### config.mk
export PLATFORM = sky130hd
export DESIGN_NAME = sme_stream_tx_flat
export DESIGN_NICKNAME = d
export VERILOG_FILES = /design/src/rtl/sme_stream_tx_if.sv /design/src/rtl/sme_stream_tx.sv /design/src/flat_wrapper.sv
export SDC_FILE = /design/constraint.sdc
export NUM_CORES = 1
export LEC_CHECK = 0
export ABC_AREA = 0
export BUFFER_PORTS_ARGS = -buffer_cell sky130_fd_sc_hd__buf_2
export CORE_AREA = 2 2 211 213
export CTS_BUF_LIST = sky130_fd_sc_hd__clkbuf_8
export DETAILED_ROUTE_END_ITERATION = 8
export DIE_AREA = 0 0 213 215
export PLACE_DENSITY = 0.51
export SETUP_SLACK_MARGIN = 0.1
export SYNTH_ARGS = -nofsm -noshare
export SYNTH_HDL_FRONTEND = slang
export SYNTH_SLANG_ARGS = --single-unit
### constraint.sdc
create_clock -name clk -period 6.1 [get_ports clk]
set_input_delay 0.305 -clock clk [delete_from_list [all_inputs] [get_ports clk]]
set_output_delay 0.305 -clock clk [all_outputs]
set_load 0.01 [all_outputs]
### src/rtl/sme_stream_tx_if.sv
// Host/engine bus for sme_stream_tx: buffer writes, transaction control,
// the character stream toward the engine and the captured result.
interface sme_stream_tx_if;
  logic       wr_en;
  logic       wr_sel;
  logic [4:0] wr_addr;
  logic [7:0] wr_data;
  logic [5:0] str_len;
  logic [3:0] pat_len;
  logic       start;
  logic       reuse_string;
  logic [7:0] chardata;
  logic       isstring;
  logic       ispattern;
  logic       valid;
  logic       match;
  logic [4:0] match_index;
  logic       busy;
  logic       done;
  logic       res_match;
  logic [4:0] res_index;
  logic       timeout;
  logic       err;

  // The transmitter itself
  modport slave (
    input  wr_en, wr_sel, wr_addr, wr_data, str_len, pat_len, start, reuse_string,
    input  valid, match, match_index,
    output chardata, isstring, ispattern, busy, done, res_match, res_index, timeout, err
  );

  modport master (
    output wr_en, wr_sel, wr_addr, wr_data, str_len, pat_len, start, reuse_string,
    output valid, match, match_index,
    input  chardata, isstring, ispattern, busy, done, res_match, res_index, timeout, err
  );
endinterface

### src/rtl/sme_stream_tx.sv
// Host-side transmitter for the string-matching engine: buffers one string and
// one pattern, streams them one char per cycle, then captures the engine result.
module sme_stream_tx #(
  parameter int STR_MAX = 32,
  parameter int PAT_MAX = 8,
  parameter int TIMEOUT = 255
) (
  input  logic            clk,
  input  logic            reset,
  sme_stream_tx_if.slave  bus
);

  localparam int SA_W  = (STR_MAX > 1) ? $clog2(STR_MAX) : 1;
  localparam int PA_W  = (PAT_MAX > 1) ? $clog2(PAT_MAX) : 1;
  localparam int CNT_W = $clog2(TIMEOUT + 1);
  localparam logic [CNT_W-1:0] CNT_LAST  = CNT_W'(TIMEOUT - 1);
  localparam logic [5:0]       STR_MAX_L = 6'(STR_MAX);
  localparam logic [5:0]       PAT_MAX_L = 6'(PAT_MAX);

  typedef enum logic [1:0] {IDLE, SEND_S, SEND_P, WAIT} state_t;

  logic [7:0] str_buf_q [STR_MAX];
  logic [7:0] pat_buf_q [PAT_MAX];

  state_t           state_q, state_d;
  logic [5:0]       idx_q, idx_d;
  logic [5:0]       str_len_q, str_len_d;
  logic [3:0]       pat_len_q, pat_len_d;
  logic [CNT_W-1:0] cnt_q, cnt_d;
  logic             str_sent_q, str_sent_d;
  logic [7:0]       chardata_q, chardata_d;
  logic             isstring_q, isstring_d;
  logic             ispattern_q, ispattern_d;
  logic             busy_q, busy_d;
  logic             done_q, done_d;
  logic             res_match_q, res_match_d;
  logic [4:0]       res_index_q, res_index_d;
  logic             timeout_q, timeout_d;
  logic             err_q, err_d;
  logic             start_bad, start_ok, str_we, pat_we;

  always_comb begin
    start_bad = (bus.pat_len == 4'd0) || ({2'b00, bus.pat_len} > PAT_MAX_L) ||
                (!bus.reuse_string && ((bus.str_len == 6'd0) || (bus.str_len > STR_MAX_L))) ||
                (bus.reuse_string && !str_sent_q);
    start_ok  = (state_q == IDLE) && bus.start && !start_bad;

    state_d     = state_q;
    idx_d       = idx_q;
    str_len_d   = str_len_q;
    pat_len_d   = pat_len_q;
    cnt_d       = cnt_q;
    str_sent_d  = str_sent_q;
    chardata_d  = chardata_q;
    isstring_d  = isstring_q;
    ispattern_d = ispattern_q;
    busy_d      = busy_q;
    done_d      = 1'b0;
    err_d       = 1'b0;
    res_match_d = res_match_q;
    res_index_d = res_index_q;
    timeout_d   = timeout_q;
    str_we      = 1'b0;
    pat_we      = 1'b0;

    case (state_q)
      IDLE: begin
        if (bus.wr_en && !start_ok) begin
          str_we = !bus.wr_sel && ({1'b0, bus.wr_addr} < STR_MAX_L);
          pat_we =  bus.wr_sel && ({1'b0, bus.wr_addr} < PAT_MAX_L);
        end
        if (bus.start && start_bad) begin
          err_d = 1'b1;
        end else if (start_ok) begin
          // First char is loaded here so it appears in the cycle right after start
          str_len_d = bus.str_len;
          pat_len_d = bus.pat_len;
          busy_d    = 1'b1;
          timeout_d = 1'b0;
          idx_d     = 6'd1;
          if (bus.reuse_string) begin
            state_d     = SEND_P;
            ispattern_d = 1'b1;
            chardata_d  = pat_buf_q[0];
          end else begin
            state_d    = SEND_S;
            isstring_d = 1'b1;
            chardata_d = str_buf_q[0];
          end
        end
      end
      SEND_S: begin
        if (idx_q == str_len_q) begin
          state_d     = SEND_P;
          isstring_d  = 1'b0;
          ispattern_d = 1'b1;
          chardata_d  = pat_buf_q[0];
          idx_d       = 6'd1;
          str_sent_d  = 1'b1;
        end else begin
          chardata_d = str_buf_q[idx_q[SA_W-1:0]];
          idx_d      = idx_q + 6'd1;
        end
      end
      SEND_P: begin
        if (idx_q == {2'b00, pat_len_q}) begin
          state_d     = WAIT;
          ispattern_d = 1'b0;
          chardata_d  = 8'h00;
          cnt_d       = '0;
        end else begin
          chardata_d = pat_buf_q[idx_q[PA_W-1:0]];
          idx_d      = idx_q + 6'd1;
        end
      end
      WAIT: begin
        if (bus.valid) begin
          state_d     = IDLE;
          busy_d      = 1'b0;
          done_d      = 1'b1;
          res_match_d = bus.match;
          res_index_d = bus.match_index;
        end else if (cnt_q == CNT_LAST) begin
          state_d     = IDLE;
          busy_d      = 1'b0;
          done_d      = 1'b1;
          timeout_d   = 1'b1;
          res_match_d = 1'b0;
          res_index_d = 5'd0;
        end else begin
          cnt_d = cnt_q + CNT_W'(1);
        end
      end
      default: state_d = IDLE;
    endcase
  end

  // Buffers are deliberately left out of reset so the host can reuse them
  always_ff @(posedge clk) begin
    if (str_we) str_buf_q[bus.wr_addr[SA_W-1:0]] <= bus.wr_data;
    if (pat_we) pat_buf_q[bus.wr_addr[PA_W-1:0]] <= bus.wr_data;
  end

  always_ff @(posedge clk) begin
    if (reset) begin
      state_q     <= IDLE;
      idx_q       <= '0;
      str_len_q   <= '0;
      pat_len_q   <= '0;
      cnt_q       <= '0;
      str_sent_q  <= 1'b0;
      chardata_q  <= '0;
      isstring_q  <= 1'b0;
      ispattern_q <= 1'b0;
      busy_q      <= 1'b0;
      done_q      <= 1'b0;
      res_match_q <= 1'b0;
      res_index_q <= '0;
      timeout_q   <= 1'b0;
      err_q       <= 1'b0;
    end else begin
      state_q     <= state_d;
      idx_q       <= idx_d;
      str_len_q   <= str_len_d;
      pat_len_q   <= pat_len_d;
      cnt_q       <= cnt_d;
      str_sent_q  <= str_sent_d;
      chardata_q  <= chardata_d;
      isstring_q  <= isstring_d;
      ispattern_q <= ispattern_d;
      busy_q      <= busy_d;
      done_q      <= done_d;
      res_match_q <= res_match_d;
      res_index_q <= res_index_d;
      timeout_q   <= timeout_d;
      err_q       <= err_d;
    end
  end

  assign bus.chardata  = chardata_q;
  assign bus.isstring  = isstring_q;
  assign bus.ispattern = ispattern_q;
  assign bus.busy      = busy_q;
  assign bus.done      = done_q;
  assign bus.res_match = res_match_q;
  assign bus.res_index = res_index_q;
  assign bus.timeout   = timeout_q;
  assign bus.err       = err_q;

endmodule

### src/flat_wrapper.sv
// flat-port wrapper written by rule: the top's interface ports become plain ports
module sme_stream_tx_flat 
#(
  parameter int STR_MAX = 32,
  parameter int PAT_MAX = 8,
  parameter int TIMEOUT = 255
)
  (clk, reset, bus_wr_en, bus_wr_sel, bus_wr_addr, bus_wr_data, bus_str_len, bus_pat_len, bus_start, bus_reuse_string, bus_valid, bus_match, bus_match_index, bus_chardata, bus_isstring, bus_ispattern, bus_busy, bus_done, bus_res_match, bus_res_index, bus_timeout, bus_err);
  sme_stream_tx_if bus_i ();
  input  logic clk;
  input  logic reset;
  input wire logic [$bits(bus_i.wr_en)-1:0] bus_wr_en;
  input wire logic [$bits(bus_i.wr_sel)-1:0] bus_wr_sel;
  input wire logic [$bits(bus_i.wr_addr)-1:0] bus_wr_addr;
  input wire logic [$bits(bus_i.wr_data)-1:0] bus_wr_data;
  input wire logic [$bits(bus_i.str_len)-1:0] bus_str_len;
  input wire logic [$bits(bus_i.pat_len)-1:0] bus_pat_len;
  input wire logic [$bits(bus_i.start)-1:0] bus_start;
  input wire logic [$bits(bus_i.reuse_string)-1:0] bus_reuse_string;
  input wire logic [$bits(bus_i.valid)-1:0] bus_valid;
  input wire logic [$bits(bus_i.match)-1:0] bus_match;
  input wire logic [$bits(bus_i.match_index)-1:0] bus_match_index;
  output wire logic [$bits(bus_i.chardata)-1:0] bus_chardata;
  output wire logic [$bits(bus_i.isstring)-1:0] bus_isstring;
  output wire logic [$bits(bus_i.ispattern)-1:0] bus_ispattern;
  output wire logic [$bits(bus_i.busy)-1:0] bus_busy;
  output wire logic [$bits(bus_i.done)-1:0] bus_done;
  output wire logic [$bits(bus_i.res_match)-1:0] bus_res_match;
  output wire logic [$bits(bus_i.res_index)-1:0] bus_res_index;
  output wire logic [$bits(bus_i.timeout)-1:0] bus_timeout;
  output wire logic [$bits(bus_i.err)-1:0] bus_err;
  assign bus_i.wr_en = bus_wr_en;
  assign bus_i.wr_sel = bus_wr_sel;
  assign bus_i.wr_addr = bus_wr_addr;
  assign bus_i.wr_data = bus_wr_data;
  assign bus_i.str_len = bus_str_len;
  assign bus_i.pat_len = bus_pat_len;
  assign bus_i.start = bus_start;
  assign bus_i.reuse_string = bus_reuse_string;
  assign bus_i.valid = bus_valid;
  assign bus_i.match = bus_match;
  assign bus_i.match_index = bus_match_index;
  assign bus_chardata = bus_i.chardata;
  assign bus_isstring = bus_i.isstring;
  assign bus_ispattern = bus_i.ispattern;
  assign bus_busy = bus_i.busy;
  assign bus_done = bus_i.done;
  assign bus_res_match = bus_i.res_match;
  assign bus_res_index = bus_i.res_index;
  assign bus_timeout = bus_i.timeout;
  assign bus_err = bus_i.err;
  sme_stream_tx #(.STR_MAX(STR_MAX), .PAT_MAX(PAT_MAX), .TIMEOUT(TIMEOUT)) u_core (.clk(clk), .reset(reset), .bus(bus_i));
endmodule
==> metrics.log, run 1 <==
[metrics] Layout Area Growth over Synthesis: 14.7%
[metrics] Multi-input gate area: roughly 4200 µm²
[metrics] Sink Count: 372
[metrics] Largest delay share family, worst path: simple AND/OR/NAND/NOR gates
[metrics] number of buffers between clock root and the deepest sink: 3
[metrics] number of logic stages on the critical path including buffering: 8
[metrics] period utilization: 0.522
[metrics] critical path endpoint: u_core.pat_buf_q[1][4]
[metrics] maximum ir drop on the vdd rail: approximately 0.00016 V
[metrics] final cell count without fillers: about 1,600
[metrics] share of synthesized registers carrying an async set or reset: 0
[metrics] I/O pin total: 56
[metrics] Worst R2R End: u_core.bus.chardata[0]
[metrics] required time at the endpoint of the critical path: 6.38 ns
[metrics] CTS Buf Count: 61
[metrics] height of the die: about 220 µm
[metrics] NumNets Final: just over 1,000
[metrics] largest stage delay on the critical path: ~0.7 ns
[metrics] worst min-delay path class: in -> reg
[metrics] Setup Skew: 0.0455 ns
[metrics] share of the yosys chip area belonging to registers: 0.706
[metrics] reported leakage power: ~0.0055 µW
[metrics] CTS tree: built
[metrics] series of cell instances along the critical path: dlygate4sd3_1 > buf_2 > or4_1 > or3_4 > a21oi_4 > o21a_1 > nand4_1 > nor2_1
[metrics] summed negative setup slack over all endpoints: 0 ns
[metrics] die area: 45,800 µm²
[metrics] number of buffers and inverters on the critical path: 2
[metrics] number of synthesized flops with an enable pin: 320
[metrics] Initial DRC Count: 783
[metrics] cell area reported after detailed placement: 15,900 µm²
[metrics] estimated wirelength of the detail-placed design: 22.9 mm
[metrics] total routing resource utilization after global routing: 0.164
[metrics] top achievable clock speed: 314 MHz
[metrics] setup slack of the most critical reg-to-reg path: 3.23 ns
[metrics] initial core utilization: 0.346
[metrics] port bufs: 55
[metrics] number of search-and-repair iterations in the first detailed-routing pass: 6
[metrics] vias per std cell: 5.20
[metrics] wire length of the first global-routing pass: roughly 55 mm
[metrics] Placeable Area: 43,600 µm²
[metrics] worst slew pin tran: 1.15 ns
[metrics] Slew Viols, Final: 0
[metrics] Seq. cell area: 10,700 µm²
[metrics] post-synth cell types: 63
[metrics] initial antenna violation count: 1
[metrics] number of max-cap violations: 0
[metrics] data arrival time of the critical path: 3.46 ns
[metrics] nets in the synthesized netlist: 947
[metrics] number of global-route vias before repair: 8,589
[metrics] number of fill cells: about 4,000
[metrics] Cells on Worst Hold Path: 4
[metrics] H-tree depth reported by CTS: 2
[metrics] Power Dens Cells: 365 nW/µm²
[metrics] time the worst path needs with I/O delays and setup: between 3 and 4 ns
[metrics] count of final hold-check violations: 0
[metrics] R2R depth: 6
[metrics] critical path fanouts, max: 8
[metrics] DRC viols: 0
[metrics] tightest slew margin relative to the limit: 0.232
[metrics] total of warnings raised by yosys: 0
[metrics] DR WL/cell: 22.8 µm
[metrics] cell count after placement: 1,506
[metrics] status: finished clean
[metrics] Antenna diodes: 0
[metrics] Critical Path Sink Type: flip-flop
[metrics] Post-Layout Inst Area: 17,300 µm²
[metrics] die outline width: between 200 and 250 µm
[metrics] Mapped Cells: approximately 900
[metrics] critical-path cell with the highest stage delay: nor2_1
[metrics] combined area of all synthesized cells: between 15,000 and 20,000 µm²
[metrics] clock input transition at the sequential cells of the worst setup and hold paths: 0.06 ns
[metrics] root buffer cell: clkbuf_8
[metrics] worst setup path start: bus_str_len[1]
[metrics] count of state elements after synthesis: 372
[metrics] number of failing setup endpoints in the final timing report: 0
[metrics] critical setup path kind: in -> reg
[metrics] floorplan row count: 77
[metrics] setup repair after global routing missed its margin: no
[metrics] clock latency of the later-clocked register in the worst-skew pair: 0.66 ns
[metrics] mean post-synth cell area: 16.7 µm²
[metrics] largest net degree at the start of global routing: 48
[metrics] leftover overflow at the end of global routing: 0
[metrics] share of final-layout standard cells stronger than drive strength 1: 0.234
[metrics] WHS: 0.152 ns
[metrics] via total after detailed routing: around 8,500
[metrics] critical path launch point type: input pin
[metrics] final estimated routing congestion in global placement: 0.799
[metrics] flip-flop cell with the highest count after synthesis: edfxtp_1
[metrics] post-detailed-route count of antenna-violating nets: 0
[metrics] final routed wirelength across all metal layers: 37.2 mm
==> synthesized netlist by cell type (10+ instances only) <==
cell      number  area, µm²
a21oi_1       17       85.1
a221oi_1      16        140
clkbuf_1      30        113
dfxtp_1       52       1040
edfxtp_1     320       9610
mux2_2        18        203
mux2i_1       27        270
mux4_2        64       1440
nand2_1       15       56.3
nand3_1       11       55.1
nor2_1       104        390
nor2b_1       10       62.6
o21ai_0       15       75.1
o22ai_1       30        188
xnor2_1       11       96.3
==> layout by cell type (no fill, tap or decap), drive strengths merged, types with 5 or more instances in the layout <==
cell	n
o22a	8
nor2	104
nand2b	5
a22oi	7
o2111ai	8
bufinv	6
o211a	8
xnor2	11
mux2i	27
buf	59
nor2b	10
a211oi	9
mux4	64
nand2	15
clkinv	28
nor3	14
ha	7
clkbuf	62
edfxtp	320
nand3b	6
nand4	9
dlygate4sd3	17
nand3	12
o22ai	30
o21ai	18
a21oi	19
mux2	18
inv	23
dfxtp	52
a221oi	16
==> area by class of cell <==
cell class / count / share of cell area
flip-flops and latches: 372 / 0.615
multi-input cells: 473 / 0.242
clock buffers: 62 / 0.0493
well taps: 592 / 0.0428
repair buffers: 76 / 0.0275
clock inverters: 48 / 0.0213
inverters: 10 / 0.00217
==> per-stage QoR <==
| stage | util | total power, µW | setup WS (ns) |
|---|---|---|---|
| after floorplan | - | 3850 | 3.49 |
| after global placement | 0.365 | 4180 | 2.87 |
| after detailed placement | 0.365 | 4180 | 2.83 |
| after CTS | 0.397 | 6400 | 2.97 |
| after global routing | 0.397 | 6620 | 2.79 |
| final | 0.397 | 6320 | 2.92 |
==> worst min path at each step <==
stage | from | to | slack [ns]
global placement | u_core.str_sent_q | u_core.str_sent_q | 0.44
detailed placement | u_core.str_sent_q | u_core.str_sent_q | 0.45
finish | bus_valid | u_core.bus.timeout | 0.15
floorplan | bus_wr_data[0] | u_core.pat_buf_q[0][0] | 0.40
global route | bus_valid | u_core.bus.timeout | 0.17
CTS | bus_valid | u_core.bus.timeout | 0.11
==> kinds of logic (layout without fill, tap and decap cells) <==
group | Yosys count | in the layout | synth area share
xor+xnor | 15 | 15 | 0.00870
fa+ha+maj | 7 | 7 | 0.00580
flops | 372 | 372 | 0.706
simple gates | 196 | 196 | 0.0648
mux | 109 | 109 | 0.127
buf+inv | 59 | 196 | 0.0170
compound gates | 146 | 146 | 0.0713
==> flip-flops by register name (all words and copies together), names as in the netlist, named ones only <==
signal / count
u_core.pat_len_q: 4
u_core.bus.isstring: 1
u_core.bus.chardata: 8
u_core.cnt_q: 8
u_core.bus.ispattern: 1
u_core.state_q: 2
u_core.bus.timeout: 1
u_core.str_len_q: 6
u_core.idx_q: 6
u_core.bus.res_index: 5
u_core.bus.res_match: 1
u_core.str_buf_q: 256
u_core.bus.busy: 1
u_core.bus.done: 1
u_core.str_sent_q: 1
u_core.pat_buf_q: 64
u_core.bus.err: 1
==> routing by layer <==
| layer | global-route usage | routed length, µm | share of wire |
|---|---|---|---|
| met5 | 0 | 9 | 0.00024 |
| met4 | 0.0599 | 982 | 0.026 |
| met3 | 0.0292 | 2090 | 0.056 |
| met2 | 0.247 | 16600 | 0.45 |
| met1 | 0.238 | 17500 | 0.47 |
==> repair_timing <==
action                    in CTS  in global routing
hold endpoints to repair      17                  0
hold buffers                  17                  0
buffers inserted               0                  0
resized for setup              0                  0
==> report_power, final <==
part	internal (µW)	switching (µW)	total [µW]
combinational	510	693	1200
sequential	2840	86.8	2920
clock	1200	996	2190
==> worst register-to-register path, delay by kind of cell (launching register included) <==
| kind | cells | cell delay, ns |
|---|---|---|
| flops | 1 | 1.04 |
| simple gates | 2 | 0.71 |
| compound gates | 4 | 1.06 |
Power figures use the tool's default switching activity.
==> run 2, diff against run 1 <==
- ABC_AREA: 0 -> 1
- CORE_AREA: 2 2 211 213 -> 2 2 220 222
- DIE_AREA: 0 0 213 215 -> 0 0 222 224
- PLACE_DENSITY: 0.51 -> 0.52
- clock period: 6.1 -> 2.73 ns (I/O delays scaled with it)
==> run 2 against run 1 <==
Utilization rose by 0.92 points. Synthesized cell count is 84% higher. Final cell count grew 52%. Die area rose by 8.6%. Wire length up 24%. Sequential power grew 120%. Critical path type is now reg -> reg. Critical endpoint is now u_core.bus.res_index[0]. Largest power group unchanged. Highest routed layer is now met4.
==> metrics.log, run 2 <==
[metrics] commonest cells after routing, fill and taps aside: nand2_1, edfxtp_1, nand3_1, inv_1, nor2_1
[metrics] Slew Viols, Final: 0
[metrics] leftover overflow at the end of global routing: 0
[metrics] Critical Path Sink Type: flip-flop
[metrics] initial antenna violation count: 0
[metrics] data arrival time of the critical path: 2.99 ns
[metrics] die outline width: 222 µm
[metrics] clock input transition at the sequential cells of the worst setup and hold paths: 0.06 ns
[metrics] number of setup buffers added after CTS: 0
[metrics] cell area reported after detailed placement: 17,700 µm²
[metrics] share of the yosys chip area belonging to registers: 0.649
[metrics] CTS tree: built
[metrics] tightest slew margin relative to the limit: 0.543
[metrics] share of synthesized registers carrying an async set or reset: 0
[metrics] crit path setup slack, layout: 0.307 ns
[metrics] wire length of the first global-routing pass: 70.4 mm
[metrics] Reg power frac: 0.390
[metrics] Initial DRC Count: a little over 1,000
[metrics] largest cells by area after synthesis: edfxtp_1, nand2_1, nand3_1
[metrics] top achievable clock speed: 413 MHz
[metrics] setup repair after global routing missed its margin: no
[metrics] critical path fanouts, max: 7
[metrics] critical-path cell with the highest stage delay: dlygate4sd3_1
[metrics] leading cell type in the layout, fill and taps excluded: nand2_1
[metrics] mean post-synth cell area: 9.86 µm²
[metrics] I/O pin total: 56
[metrics] summed negative setup slack over all endpoints: 0 ns
[metrics] final estimated routing congestion in global placement: 0.865
[metrics] Total Power Consumption: about 17,000 µW
[metrics] Core Util, Final: 0.406
[metrics] Placeable Area: between 40,000 and 50,000 µm²
[metrics] share of final-layout standard cells stronger than drive strength 1: 0.137
[metrics] nets in the synthesized netlist: roughly 1,700
[metrics] Sink Count: 372
[metrics] NumNets Final: 1,866
[metrics] Mapped Cells: 1,664
[metrics] required time at the endpoint of the critical path: ~3.3 ns
[metrics] cell with the most instances after synthesis: nand2_1
[metrics] post-detailed-route count of antenna-violating nets: 0
[metrics] switching part of the total power: 0.374
[metrics] port bufs: 55
[metrics] root buffer cell: clkbuf_8
[metrics] Layout Area Growth over Synthesis: 17.2%
[metrics] total of warnings raised by yosys: 0
[metrics] Post-Layout Inst Area: 19,200 µm²
[metrics] Largest delay share family, worst path: buffers and inverters
[metrics] number of failing setup endpoints in the final timing report: 0
[metrics] period utilization: 0.888
[metrics] count of state elements after synthesis: 372
[metrics] Antenna diodes: 0
[metrics] Power Dens Cells: 875 nW/µm²
[metrics] number of synthesized flops with an enable pin: 320
[metrics] Commonest cells post-synth: nand2_1, edfxtp_1, nand3_1
[metrics] top cell type's share of synthesized area: 0.586
[metrics] final routed wirelength across all metal layers: 46.0 mm
[metrics] clock latency of the later-clocked register in the worst-skew pair: approximately 0.65 ns
[metrics] number of global-route vias before repair: between 10,000 and 15,000
[metrics] largest stage delay on the critical path: 0.56 ns
[metrics] number of buffers and inverters on the critical path: 3
[metrics] total routing resource utilization after global routing: 0.188
[metrics] count of final hold-check violations: 0
[metrics] reported leakage power: about 0.0078 µW
[metrics] die area: just under 50,000 µm²
[metrics] largest net degree at the start of global routing: 133
[metrics] internal power of the cells: approximately 11,000 µW
[metrics] CTS Buf Count: 68
[metrics] H-tree depth reported by CTS: 3
[metrics] series of cell instances along the critical path: ha_1 > nand2_1 > inv_1 > nand2_1 > dlygate4sd3_1 > a21oi_1 > dlygate4sd3_1
[metrics] critical path launch point type: flip-flop
[metrics] post-synth cell types: 37
[metrics] pre-CTS setup slack: ~0.27 ns
[metrics] time the worst path needs with I/O delays and setup: 2.42 ns
[metrics] combined area of all synthesized cells: 16,400 µm²
[metrics] via total after detailed routing: between 10,000 and 15,000
[metrics] number of max-cap violations: 0
[metrics] estimated wirelength of the detail-placed design: 30.0 mm
[metrics] net switching component of the power: 6290 µW
[metrics] number of search-and-repair iterations in the first detailed-routing pass: 8
[metrics] initial core utilization: 0.346
[metrics] DRC viols: 0
[metrics] floorplan row count: 80
[metrics] flip-flop cell with the highest count after synthesis: edfxtp_1
[metrics] worst slew pin tran: 0.686 ns
[metrics] critical setup path kind: reg -> reg
[metrics] Setup Skew: 0.0229 ns
[metrics] portion of total power attributed to the clock network: 0.287
[metrics] worst min-delay path class: in -> reg
[metrics] DR WL/cell: 18.5 µm
[metrics] height of the die: 224 µm
[metrics] vias per std cell: 4.89
[metrics] Largest register FFs: between 200 and 300
[metrics] largest area contributor in the synthesized netlist: edfxtp_1
[metrics] share of total power in combinational logic: 0.324
[metrics] number of buffers between clock root and the deepest sink: 3
[metrics] maximum ir drop on the vdd rail: 0.000498 V
[metrics] status: finished clean
## run 2: timing repair
item	in CTS	in global routing
hold buffers	33	0
hold endpoints to repair	59	0
gates resized for setup	0	1
setup endpoints to repair	0	3
## run 2: kinds of logic (layout without fill, tap and decap cells)
family,after synthesis,in the layout,synth area share
adder cells (fa/ha/maj),7,7,0.00534
AND/OR/NAND/NOR,947,947,0.245
buffers and inverters,217,427,0.0586
flip-flops,372,372,0.649
XOR/XNOR,12,12,0.00641
AO/OA/AOI/OAI,109,109,0.0349
## run 2: power by group through the flow
stage	Clock, µW	Combinational, µW	Sequential (µW)
2_1_floorplan	0	3840	6600
3_3_place_gp	0	5380	6660
3_5_place_dp	0	5380	6660
4_1_cts	4970	5440	6550
5_1_grt	5250	6100	6580
6_report	4820	5450	6550
## run 2: path summary, 6_finish.rpt
path / depth (start not counted) / from / slack (ns) / endpoint
hold reg to reg: 2 / u_core.str_sent_q / 0.47 / u_core.str_sent_q
setup / recovery: 7 / u_core.state_q[0] / 0.31 / u_core.bus.res_index[0]
setup reg to reg: 7 / u_core.state_q[0] / 0.31 / u_core.bus.res_index[0]
hold / removal: 1 / bus_wr_data[1] / 0.04 / u_core.str_buf_q[15][1]
## run 2: routing by layer
layer,GRT usage,up-vias,part of all wire
met5,0,-,0
met4,0.0693,0,0.025
met3,0.0320,74,0.055
met2,0.299,355,0.46
met1,0.259,5861,0.46
li1,-,5878,-
## run 2: layout make-up
| type | instances | area [µm²] |
|---|---|---|
| Fill cell | 4661 | 28100 |
| Sequential cell | 372 | 10700 |
| Multi-Input combinational cell | 1075 | 4790 |
| Timing Repair Buffer | 167 | 1260 |
| Clock buffer | 72 | 991 |
| Tap cell | 615 | 769 |
| Inverter | 139 | 524 |
| Clock inverter | 49 | 234 |
## run 2: worst register-to-register path, cell delays in order (launching register included)
cell	delay, ns
dfxtp_1	0.38
ha_1	0.34
nand2_1	0.15
inv_1	0.17
nand2_1	0.07
dlygate4sd3_1	0.56
a21oi_1	0.14
dlygate4sd3_1	0.56
## run 2: metrics by stage
step           hold WS, ns  std cells
2_1_floorplan        0.215       1664
6_report            0.0351       2489
4_1_cts            0.00786       2489
5_1_grt             0.0528       2489
3_3_place_gp         0.396       2335
3_5_place_dp         0.402       2335
